`src/rtl/morse_rx.sv`:
```
// Morse receiver: samples key_in once per unit, measures mark/gap lengths and
// decodes letters J..Q. Optional input synchronizer: define MORSE_RX_SYNC_EN.
module morse_rx #(
    parameter int unsigned TICK_DIV = 25_000_000
) (
    input  logic       clock,
    input  logic       reset,
    input  logic       key_in,
    output logic [2:0] letter,
    output logic       letter_valid,
    output logic       error,
    output logic       busy
);

    localparam int unsigned CW = $clog2(TICK_DIV);
    localparam logic [CW-1:0] TICK_LOAD = CW'(TICK_DIV - 1);

    typedef enum logic [2:0] {
        IDLE,
        MARK,
        GAP,
        EMIT,
        FLUSH
    } state_t;

    state_t        state_q, state_d;
    logic [CW-1:0] tick_cnt_q;
    logic          tick;
    logic          key;
    logic [2:0]    run_q, run_d;
    logic [2:0]    sym_cnt_q, sym_cnt_d;
    logic [3:0]    sym_sh_q, sym_sh_d;
    logic [2:0]    letter_q, letter_d;
    logic          valid_q, valid_d;
    logic          err_q, err_d;
    logic [3:0]    dec;

`ifdef MORSE_RX_SYNC_EN
    logic [1:0] sync_q;

    always_ff @(posedge clock or negedge reset) begin
        if (!reset) begin
            sync_q <= '0;
        end else begin
            sync_q <= {sync_q[0], key_in};
        end
    end

    assign key = sync_q[1];
`else
    assign key = key_in;
`endif

    always_ff @(posedge clock or negedge reset) begin
        if (!reset) begin
            tick_cnt_q <= TICK_LOAD;
        end else if (tick) begin
            tick_cnt_q <= TICK_LOAD;
        end else begin
            tick_cnt_q <= tick_cnt_q - 1'b1;
        end
    end

    assign tick = (tick_cnt_q == '0);

    // Returns {hit, code}; symbols are packed oldest-first toward the MSB.
    function automatic logic [3:0] decode(input logic [2:0] n, input logic [3:0] sh);
        logic [3:0] r;
        case ({n, sh})
            {3'd4, 4'b0111}: r = 4'b1_001;
            {3'd3, 4'b0101}: r = 4'b1_010;
            {3'd4, 4'b0100}: r = 4'b1_011;
            {3'd2, 4'b0011}: r = 4'b1_100;
            {3'd2, 4'b0010}: r = 4'b1_101;
            {3'd3, 4'b0111}: r = 4'b1_110;
            {3'd4, 4'b0110}: r = 4'b1_111;
            {3'd4, 4'b1101}: r = 4'b1_000;
            default:         r = 4'b0_000;
        endcase
        return r;
    endfunction

    assign dec = decode(sym_cnt_q, sym_sh_q);

    always_comb begin
        state_d   = state_q;
        run_d     = run_q;
        sym_cnt_d = sym_cnt_q;
        sym_sh_d  = sym_sh_q;
        letter_d  = letter_q;
        valid_d   = 1'b0;
        err_d     = 1'b0;

        case (state_q)
            IDLE: begin
                if (tick && key) begin
                    state_d   = MARK;
                    run_d     = 3'd1;
                    sym_cnt_d = '0;
                    sym_sh_d  = '0;
                end
            end
            MARK: begin
                if (tick) begin
                    if (key) begin
                        run_d = (run_q == 3'd7) ? run_q : run_q + 3'd1;
                    end else if (run_q >= 3'd4 || sym_cnt_q == 3'd4) begin
                        // The key=0 tick that ends the bad mark is the first flush unit.
                        state_d = FLUSH;
                        err_d   = 1'b1;
                        run_d   = 3'd1;
                    end else begin
                        sym_sh_d  = {sym_sh_q[2:0], (run_q != 3'd1)};
                        sym_cnt_d = sym_cnt_q + 3'd1;
                        state_d   = GAP;
                        run_d     = 3'd1;
                    end
                end
            end
            GAP: begin
                if (tick) begin
                    if (key) begin
                        state_d = MARK;
                        run_d   = 3'd1;
                    end else begin
                        run_d = run_q + 3'd1;
                        if (run_q == 3'd2) begin
                            state_d = EMIT;
                        end
                    end
                end
            end
            EMIT: begin
                if (dec[3]) begin
                    letter_d = dec[2:0];
                    valid_d  = 1'b1;
                end else begin
                    err_d = 1'b1;
                end
                state_d = IDLE;
            end
            FLUSH: begin
                if (tick) begin
                    if (key) begin
                        run_d = '0;
                    end else if (run_q == 3'd2) begin
                        state_d = IDLE;
                    end else begin
                        run_d = run_q + 3'd1;
                    end
                end
            end
            default: state_d = IDLE;
        endcase
    end

    always_ff @(posedge clock or negedge reset) begin
        if (!reset) begin
            state_q   <= IDLE;
            run_q     <= '0;
            sym_cnt_q <= '0;
            sym_sh_q  <= '0;
            letter_q  <= '0;
            valid_q   <= 1'b0;
            err_q     <= 1'b0;
        end else begin
            state_q   <= state_d;
            run_q     <= run_d;
            sym_cnt_q <= sym_cnt_d;
            sym_sh_q  <= sym_sh_d;
            letter_q  <= letter_d;
            valid_q   <= valid_d;
            err_q     <= err_d;
        end
    end

    assign letter       = letter_q;
    assign letter_valid = valid_q;
    assign error        = err_q;
    assign busy         = (state_q != IDLE);

endmodule

```
`config.mk`:
```
export PLATFORM = sky130hd
export DESIGN_NAME = morse_rx
export DESIGN_NICKNAME = d
export VERILOG_FILES = /design/src/rtl/morse_rx.sv
export SDC_FILE = /design/constraint.sdc
export NUM_CORES = 1
export LEC_CHECK = 0
export CORE_MARGIN = 2
export CORE_UTILIZATION = 39
export DETAILED_ROUTE_END_ITERATION = 8
export PLACE_DENSITY_LB_ADDON = 0.1
export SLEW_MARGIN = 20
export SYNTH_ARGS = -nofsm -noshare
export SYNTH_HDL_FRONTEND = slang
export SYNTH_SLANG_ARGS = --single-unit
```
`constraint.sdc`:
```
create_clock -name clock -period 3.6 [get_ports clock]
set_input_delay 0.54 -clock clock [delete_from_list [all_inputs] [get_ports clock]]
set_output_delay 0.54 -clock clock [all_outputs]
set_load 0.03 [all_outputs]
```
## Yosys cells after proc, flatten, opt, wreduce, memory -nomap -nowiden

Cells that the tools add are included.

- Flip-flop bits (word level): 43
- Input port bits: 3

- Add/subtract/negate cells: 3
- Magnitude comparators: 1
- Equal/unequal tests: 27
- Muxes and demuxes: 39
- Reduce and logical (&&, ||, !) cells: 11

Operator list:

| kind | count |
|---|---|
| two-way mux 3 bit | 22 |
| one-hot mux 4 bit (8 select lines) | 1 |
| equality test 7 x 6 -> 1 bit (second input constant) | 4 |
| equality test 7 bit (second input constant) | 4 |
| logical NOT 25 bit | 1 |
| two-way mux 25 bit | 1 |
| subtractor 25 x 1 -> 25 bit (second input constant) | 1 |
| one-hot mux 3 bit (4 select lines) | 2 |
| two-way mux 4 bit | 4 |
| != test 2 bit (second input constant) | 8 |
| equality test 3 x 2 -> 1 bit (second input constant) | 3 |
| equality test 3 bit (second input constant) | 3 |
| != test 3 bit (second input constant) | 3 |
| one-hot mux 4 bit (2 select lines) | 1 |
| AND reduction 8 bit | 1 |
| AND reduction 7 bit | 1 |
| adder 3 x 1 -> 3 bit (second input constant) | 2 |
| two-way mux 1 bit | 6 |
| one-hot mux 3 bit (2 select lines) | 1 |
| AND reduction 5 bit | 1 |
| nonzero test 4 bit | 1 |
| equality test 3 x 1 -> 1 bit (second input constant) | 1 |
| greater-or-equal comparator 3 bit (second input constant) | 1 |
| logical NOT 3 bit | 1 |
| 7 further kinds | 7 |

## Depth between registers and ports, before layout

- Depth after elaboration: 6
- Mapped depth: 8
- Gate-level depth less buffers: 7

## Least setup slack after synthesis

Ideal clock, no wire load.

- Path kind: register to register
- Start point: reg tick_cnt_q[9]
- End point: reg run_q[1]
- Library setup time: 0.125 ns
- Arrival: 2.093 ns
- Setup slack: 1.381 ns
- Cell stages (with the launch flop): 6
- Buffers on the path: 0
- Clock period less this slack: 2.219 ns
- Cells stage by stage: dfrtp_1 or4_4 nor4_4 nand3_2 nor4b_4 mux2_4

- Word-level cells in the longest chain between the ends: 4
- Elaborated cells on any way between the ends: 7

RTL lines:

| what | RTL line | RTL |
|---|---|---|
| start: declaration | 27 | `logic [CW-1:0] tick_cnt_q;` |
| start signal: assignment | 60 | `tick_cnt_q <= tick_cnt_q - 1'b1;` |
| logical NOT 25 bit * | 64 | `assign tick = (tick_cnt_q == '0);` |
| logical AND 1 bit | 96 | `if (tick && key) begin` |
| != test 2 bit (no source line) | -- |  |
| AND reduction 7 bit (no source line) * | -- |  |
| end signal: assignment | 168 | `run_q <= run_d;` |
| end: declaration | 30 | `logic [2:0] run_q, run_d;` |

Mark *: on every way between the ends. The rest lies on a longest branch, timed or not.
A chain may end at the register's enable or synchronous reset.

## Worst setup path in the final report

- Start point: reg tick_cnt_q[0]
- End point: reg state_q[0]

- Word-level cells in the longest chain between the ends: 4
- Elaborated cells on any way between the ends: 7

RTL lines:

| what | RTL line | RTL |
|---|---|---|
| logical NOT 25 bit * | 64 |  |
| logical AND 1 bit | 96 |  |
| != test 2 bit (no source line) | -- |  |
| AND reduction 8 bit (no source line) * | -- |  |
| end signal: assignment | 167 | `state_q <= state_d;` |
| end: declaration | 26 | `state_t state_q, state_d;` |

Marks and branches as above.

==> results.sh <==
export IMPL_multiInputGateArea_sq_um=1220
export IMPL_max_cap_viol_count=0
export IMPL_clkSinkCount=43
export IMPL_final_core_util_pct=44.6
export IMPL_rsz0062_at_grt="false"
export IMPL_p_comb_share_pct=2.9
export IMPL_fin_nets=259
export IMPL_r2r_end="state_q[0]"
export IMPL_routed_wl_um=4590
export IMPL_cts_resized=0
export IMPL_fmax_ghz=0.386
export IMPL_grt_antenna_before_repair=0
export IMPL_nFillCells=599
export IMPL_reg2reg_slack_ps=1010
export IMPL_worstMarginPinSlew_ps=666
export IMPL_numCtsBuffers=5
export IMPL_p_switching_w=0.000202
export IMPL_period_share_pct=71.9
export IMPL_grt_max_degree=44
export IMPL_port_buffers=8
export IMPL_hpwl_um=3230
export IMPL_endpoint_kind="register"
export IMPL_syn_area_per_cell_sq_um=10.1
export IMPL_syn_inst=238
export IMPL_finalHoldViolations=0
export IMPL_wl_per_cell_um=14.2
export IMPL_cts_tree="built"
export IMPL_hold_path_class="in -> async"
export IMPL_grt_first_pass_wirelength_um=7770
export IMPL_finalMaxSlewViolations=0
export IMPL_r2r_cells=7
export IMPL_final_cell_mix="nand2_1 (27), dfrtp_1 (26), nor2_1 (20), dfstp_2 (17), inv_1 (16)"
export IMPL_synth_nets=250
export IMPL_grt_overflow_total=0
export IMPL_p_leak_nw=1.13
export IMPL_antenna_cells=0
export IMPL_fp_dieH_um=82.5
export IMPL_cts_hold_buf=0
export IMPL_swShare_pct=24.2
export IMPL_dieWidth_um=82.5
export IMPL_core_area_sq_um=5960
export IMPL_yosysWarningCount=0
export IMPL_dr_pass1_iters=4
export IMPL_placed_area_sq_um=2540
export IMPL_path_max_fanout=11
export IMPL_synth_edf_count=0
export IMPL_drc=0
export IMPL_cts_setup_buffers=0
export IMPL_skew_ps=9.99
export IMPL_row_count=28
export IMPL_drive_gt1_share_pct=18.1
export IMPL_cts_htree_levels=2
export IMPL_critical_path_required_ps=3800
export IMPL_p_clk_share_pct=38.6
export IMPL_ff_latch_area_sq_um=1100
export IMPL_setup_viol=0
export IMPL_setup_tns_ps=0
export IMPL_cp_start_kind="register"
export IMPL_syn_area_sq_um=2400
export IMPL_grtUsageTotal_pct=15.1
export IMPL_ys_ff_latch=43
export IMPL_critPathKind="reg -> reg"
export IMPL_intPower_w=0.000632
export IMPL_min_period_ps=2590
export IMPL_start_util_pct=40.4
export IMPL_drt_iter0_drc=57
export IMPL_clock_latency_ps=300
export IMPL_clk_pin_slew_worst_paths_ps=90
export IMPL_async_flop_share_pct=100
export IMPL_io_pins=9
export IMPL_syn2layout_area_growth_pct=10.5
export IMPL_status="completed"
export IMPL_viasPerCell=5.23
export IMPL_ir_drop_v=0.000105
export IMPL_cts_root_buf="clkbuf_8"
export IMPL_clk_path_buf_depth=2
export IMPL_ant_nets=0
export IMPL_reg2reg_from="tick_cnt_q[0]"
export IMPL_dieArea_sq_um=6810
export IMPL_relSlewSlack_pct=55.4
export IMPL_synthFlopType="dfrtp_1"
export IMPL_yosysSeqAreaShare_pct=45.7
export IMPL_hold_worst_slack_ps=150
export IMPL_grt_pass1_vias=1596
export IMPL_arrival_ps=2790
export IMPL_vias=1689
export IMPL_synth_cell_types=54
export IMPL_powerDensity_nw_per_um2=314
export IMPL_layout_commonest_cell="nand2_1"
export IMPL_stdcell_area_sq_um=2660
export IMPL_pwr_share_seq_pct=58.4
export IMPL_gp_congestion=0.820
-- power by group through the flow --
stage | clock network, W | logic [W] | registers [W]
detailed placement | 0 | 0.0000225 | 0.000495
finish | 0.000322 | 0.0000245 | 0.000487
global placement | 0 | 0.0000228 | 0.000495
global route | 0.000357 | 0.0000283 | 0.000487
floorplan | 0 | 0.00000908 | 0.000495
CTS | 0.000334 | 0.0000225 | 0.000487
-- layout make-up --
| type | instances | area share [%] |
|---|---|---|
| inverter | 16 | 2.26 |
| timing repair buffer | 9 | 3.58 |
| clock inverter | 3 | 0.895 |
| sequential | 43 | 41.3 |
| tap | 75 | 3.53 |
| multi-input combinational | 172 | 45.8 |
| clock buffer | 5 | 2.59 |
-- Yosys cell counts (3+ instances only) --
library cell	instances	area [sq um]
a211oi_1	3	22.5
a21oi_1	8	40.0
a31oi_1	3	18.8
clkbuf_1	4	15.0
dfrtp_1	26	651
dfstp_2	17	447
ha_1	9	113
inv_1	16	60.1
mux2i_1	11	110
nand2_1	27	101
nand2b_1	3	18.8
nor2_1	20	75.1
nor2b_1	3	18.8
nor3_1	8	40.0
nor4_1	4	25.0
o21ai_0	6	30.0
o31ai_1	3	22.5
or4_4	3	33.8
xnor2_1	10	87.6
xor2_1	10	87.6
-- metrics by stage --
stage               power, W  cells  setup slack, ps
finish              0.000833    323             1010
global route        0.000872    323              798
CTS                 0.000844    322             1000
detailed placement  0.000518    314             1020
global placement    0.000518    314             1060
floorplan           0.000504    238             1380
-- cell families after synthesis --
logic type | count (synthesis) | share of synthesized area, %
AND/OR/NAND/NOR | 96 | 23.4
adder cells (fa/ha/maj) | 9 | 4.69
AO/OA/AOI/OAI | 34 | 9.58
XOR/XNOR | 20 | 7.29
multiplexers | 13 | 5.67
flip-flops | 43 | 45.7
buffers and inverters | 23 | 3.70
-- worst max path at each step --
stage | slack, ps | start | cells after the start | end
after floorplan | 1380 | tick_cnt_q[9] | 5 | run_q[1]
after global placement | 1060 | key_in | 6 | run_q[1]
after CTS | 1000 | tick_cnt_q[0] | 7 | state_q[0]
after global routing | 800 | tick_cnt_q[0] | 7 | state_q[0]
after detailed placement | 1020 | tick_cnt_q[0] | 7 | state_q[0]
final | 1010 | tick_cnt_q[0] | 7 | state_q[0]
-- flip-flops by register name, indices dropped and copies added (netlist names) --
register and flops:
tick_cnt_q 25, sym_sh_q 4, letter 3, run_q 3, state_q 3, sym_cnt_q 3
error 1, letter_valid 1
-- layer usage --
layer	wire [um]	GRT usage, %
met2	1980	22.3
met4	53	3.93
met5	0	0
met3	177	3.59
met1	2380	22.2
-- critical path, stage by stage, from the launching register on --
cell,delay [ps]
dfstp_2,390
inv_1,50
ha_1,170
nor3b_1,460
nand4_1,330
nor3_2,650
o21ai_0,160
o221a_2,260
No activity file was read; power rests on OpenSTA's default activity.
